## src/rtl/serial_word_port.sv

```systemverilog
// Lane-serial host port onto an operand register file: load a word, shift it out/in
// LANES bits per beat, commit it back, with beat counting and error detection.
module serial_word_port #(
    parameter int WIDTH  = 198,
    parameter int LANES  = 1,
    parameter int ADDR_W = 6,
    parameter int DEPTH  = 64,
    parameter int STRICT = 1
) (
    input  logic              clk,
    input  logic              reset,
    input  logic              sel,
    input  logic [ADDR_W-1:0] addr,
    input  logic              update,
    input  logic              ready,
    input  logic              w,
    input  logic [LANES-1:0]  i,
    output logic [LANES-1:0]  o,
    output logic              full,
    output logic              err,
    output logic              mem_en,
    output logic [ADDR_W-1:0] mem_addr,
    output logic              mem_wr,
    output logic [WIDTH-1:0]  mem_wdata,
    input  logic [WIDTH-1:0]  mem_rdata
);

    localparam int BEATS = WIDTH / LANES;
    localparam int CNT_W = $clog2(BEATS + 1);
    localparam logic [CNT_W-1:0] BEATS_C = CNT_W'(BEATS);
    localparam logic [CNT_W-1:0] CNT_ONE = CNT_W'(1);

    // Host strobes are single-cycle commands sampled on each rising edge while sel
    // is high; there is no backpressure. Precedence: update&&w conflict, bad address,
    // update, w, ready. mem_wr is a registered one-cycle strobe carrying mem_wdata.

    logic [WIDTH-1:0] sh, sh_d;
    logic [CNT_W-1:0] cnt, cnt_d;
    logic             err_d;
    logic             wr_d;
    logic             at_end;
    logic             bad_addr;

    assign at_end   = (cnt == BEATS_C);
    assign bad_addr = (32'(addr) >= DEPTH);

    always_ff @(posedge clk or negedge reset) begin
        if (!reset) begin
            sh     <= '0;
            cnt    <= '0;
            err    <= 1'b0;
            mem_wr <= 1'b0;
        end else begin
            sh     <= sh_d;
            cnt    <= cnt_d;
            err    <= err_d;
            mem_wr <= wr_d;
        end
    end

    always_comb begin
        sh_d  = sh;
        cnt_d = cnt;
        err_d = err;
        wr_d  = 1'b0;
        if (sel) begin
            if (update && w) begin
                err_d = 1'b1;
            end else if (bad_addr && (update || w)) begin
                err_d = 1'b1;
            end else if (update) begin
                sh_d  = mem_rdata;
                cnt_d = '0;
                err_d = 1'b0;
            end else if (w) begin
                // Commit the word as it stands; a same-cycle ready beat is dropped.
                if (at_end || (STRICT == 0)) wr_d = 1'b1;
                else                         err_d = 1'b1;
            end else if (ready) begin
                sh_d = {i, sh[WIDTH-1:LANES]};
                if (at_end) err_d = 1'b1;
                else        cnt_d = cnt + CNT_ONE;
            end
        end
    end

    assign o         = sh[LANES-1:0];
    assign full      = at_end;
    assign mem_en    = sel;
    assign mem_addr  = addr;
    assign mem_wdata = sh;

endmodule

```

## config.mk

```make
export PLATFORM = sky130hd
export DESIGN_NAME = serial_word_port
export DESIGN_NICKNAME = d
export VERILOG_FILES = /design/src/rtl/serial_word_port.sv
export SDC_FILE = /design/constraint.sdc
export NUM_CORES = 1
export LEC_CHECK = 0
export ABC_CLOCK_PERIOD_IN_PS = 1400
export CAP_MARGIN = 5
export CORE_ASPECT_RATIO = 0.6
export CORE_MARGIN = 2
export CORE_UTILIZATION = 39
export CTS_CLUSTER_SIZE = 24
export DETAILED_ROUTE_END_ITERATION = 10
export PLACE_DENSITY = 0.8
export SLEW_MARGIN = 20
export SYNTH_ARGS = -nofsm -noshare
export SYNTH_HDL_FRONTEND = slang
export SYNTH_SLANG_ARGS = --single-unit
```

## constraint.sdc

```tcl
create_clock -name clk -period 1.4 [get_ports clk]
set_input_delay 0.21 -clock clk [delete_from_list [all_inputs] [get_ports clk]]
set_output_delay 0.21 -clock clk [all_outputs]
set_load 0.05 [all_outputs]
```

==> reports/metrics.yaml <==
stdcell_area_um2: 17700
synth_area_leaders: "dfrtp_1 (54%), mux2i_1 (21%), a21oi_1 (10%)"
ant_nets: 0
die_w_um: 207
cts_num_sinks: 208
synthFlopType: "dfrtp_1"
fillers: 1536
drv_cap: 0
placed_area_um2: 16500
grt_pass1_wl_um: 54000
dp_hpwl_um: 25900
synth_async_sr_flop_share: 1.00
critical_path.startpoint: "cnt[4]$_DFFE_PN0P_"
finalSetupViolCount: 12
r2r_cells: 8
synth_top_cell_by_area: "dfrtp_1"
crit_required_ps: 1190
syn_nets: 1145
path_class: "flip-flop to output pin"
synth_top_area_frac: 0.539
grt_max_degree: 46
critical_path.max_fanout: 2
instances_no_fill: 1712
status: "finished, violations left"
wirelength_um: 36300
synth_area_um2: 9650
grt_overflow: 0
rr_endpoint: "cnt[6]$_DFFE_PN0P_"
coreArea_um2: 24200
routedWlPerCell_um: 21.2
area_growth_pct: 83.3
ctsRootBufferMaster: "clkbuf_16"
ios: 420
drcViolationCount: 0
violations: "setup timing"
p_leak_uw: 0.00795
finalCriticalPeriod_ps: 1950
synth_cells: 932
numCtsBuffers: 21
antenna_cells: 0
hold_path.class: "primary input to flip-flop"
yosys_warnings: 0
tightest_slew_ps: 374
dieArea_um2: 26100
yosys_register_bits: 208
num-nets-final: 1589
start_util: 0.399
cts.reportedPaths.clkPinSlew_ps: 70
critPathCapture: "full"
track_usage: 0.263
synth.avg_cell_area_um2: 10.4
via_per_inst: 5.26
ys_types: 32
grt_pass1_vias: 9256
ys_top_cells_by_count: "dfrtp_1 (208), a21oi_1 (201), nor2_1 (201), mux2i_1 (199), buf_2 (60)"
num_rows: 44
layout-drive-gt1-share: 0.252
r2r_slack_ps: -310
layout_setup_ws_ps: -546
synth-edff-count: 0
slowest_stage: "or3b_4"
dpl.cell_count: 1646
dr.pass1.iters: 5
end_kind: "output pin"
max-slew-margin-rel: 0.751
drtIter0Drc: 615
cts-htree-levels: 1
drv_slew: 0
ir_worst_vdd_v: 0.00108
startpoint_type: "flip-flop"
die_h_um: 126
ys_seq_area_frac: 0.539
gp_congestion: 0.891
hold_viol_final: 0
finalCritPeriodShare: 1.39
crit_path_max_incr_delay_ps: 410
clk-insertion-delay-late_ps: 490
fmax_ghz: 0.514
clk_path_buf_depth: 3
clock_skew_ps: 9.09
cp_data_arrival_time_ps: 1740
tritoncts: "done"
critical_path.cell_chain: "or3b_4 -> or2_4 -> clkinv_4 -> buf_12"
port_buffers: 407
rsz0062_at_grt: "yes"
powerDensity_nw_per_um2: 1570
yosysMostFrequentCell: "dfrtp_1"
grt_antenna_before_repair: 0
r2r-start: "cnt[0]$_DFFE_PN0P_"
vias: 9003
worst min-delay path by stage:
stage | start | end | slack [ps] | cells past startpoint
floorplan | reset | cnt[0]$_DFFE_PN0P_ | -90 | 0
global placement | reset | mem_wdata[32]$_DFFE_PN0P_ | 160 | 1
detailed placement | reset | mem_wdata[43]$_DFFE_PN0P_ | 160 | 1
CTS | update | mem_wr$_DFF_PN0_ | 150 | 3
global route | update | mem_wr$_DFF_PN0_ | 180 | 3
finish | update | mem_wr$_DFF_PN0_ | 190 | 3
state kept, by name (all words and copies together), names as in the netlist:
signal	count
mem_wdata	198
cnt	8
err	1
mem_wr	1
kinds of logic after synthesis:
kind of cell,Yosys count,share of synthesized area
muxes,199,0.206
AOI/OAI and AO/OA,218,0.117
adders and majority gates,2,0.00259
and+or+nand+nor,226,0.0936
DFF,208,0.539
buffers and inverters,79,0.0416
critical path: cells and delay by family, from the launching register on:
kind | cells | cell delay (ps)
AND/OR/NAND/NOR | 2 | 680
buffers and inverters | 2 | 180
flip-flops | 1 | 390
what timing repair did:
item / CTS / global route
gates resized for setup: 23 / 27
pin swaps: 12 / 9
buffers inserted: 16 / 10
endpoints found under the setup margin: 12 / 58
hold endpoints to repair: 89 / 0
hold buffers: 1 / 0
gates cloned: 1 / 5
power by group:
group / internal [uW] / switching [uW] / leakage (uW)
Combinational: 6360 / 6680 / 0.00535
Sequential: 7210 / 1790 / 0.00226
Clock: 3400 / 2390 / 0.000338
area by class of cell:
class / count / area [um2] / share of cell area
inverter: 3 / 16.3 / 0.000919
sequential: 208 / 5200 / 0.294
timing repair buffer: 497 / 7200 / 0.407
multi-input combinational: 645 / 4180 / 0.236
clock inverter: 5 / 77.6 / 0.00438
tap: 322 / 403 / 0.0228
clock buffer: 32 / 617 / 0.0349
metal layers:
metal | up-vias | routed length [um] | GRT usage | part of all wire
met4 | 0 | 888 | 0.0609 | 0.024
li1 | 4119 | - | - | -
met5 | - | 0 | 0 | 0
met3 | 55 | 2930 | 0.0805 | 0.081
met2 | 371 | 18300 | 0.459 | 0.50
met1 | 4458 | 14200 | 0.320 | 0.39
through the flow:
step | utilization | total power (uW) | TNS, ps | worst slack (ps) | hold slack, ps
after global placement | 0.679 | 21400 | -67800 | -364 | 159
after CTS | 0.719 | 27800 | -2170 | -575 | 151
after detailed placement | 0.679 | 21700 | -80440 | -523 | 163
after global routing | 0.730 | 28800 | -3240 | -579 | 181
after floorplan | - | 14300 | -332 | -107 | -85.6
final | 0.730 | 27800 | -2750 | -546 | 188
cells in the final DEF (no fill, tap or decap), types with 3 or more instances in the layout:
master / n
buf_12: 217
dfrtp_1: 208
clkdlybuf4s50_1: 202
mux2i_1: 199
nor2_1: 199
a21oi_1: 198
buf_4: 52
clkbuf_16: 26
buf_6: 13
nand2_1: 7
clkbuf_8: 6
clkbuf_1: 6
a21oi_2: 4
o21ai_1: 4
buf_16: 3
Power figures use the tool's default switching activity.
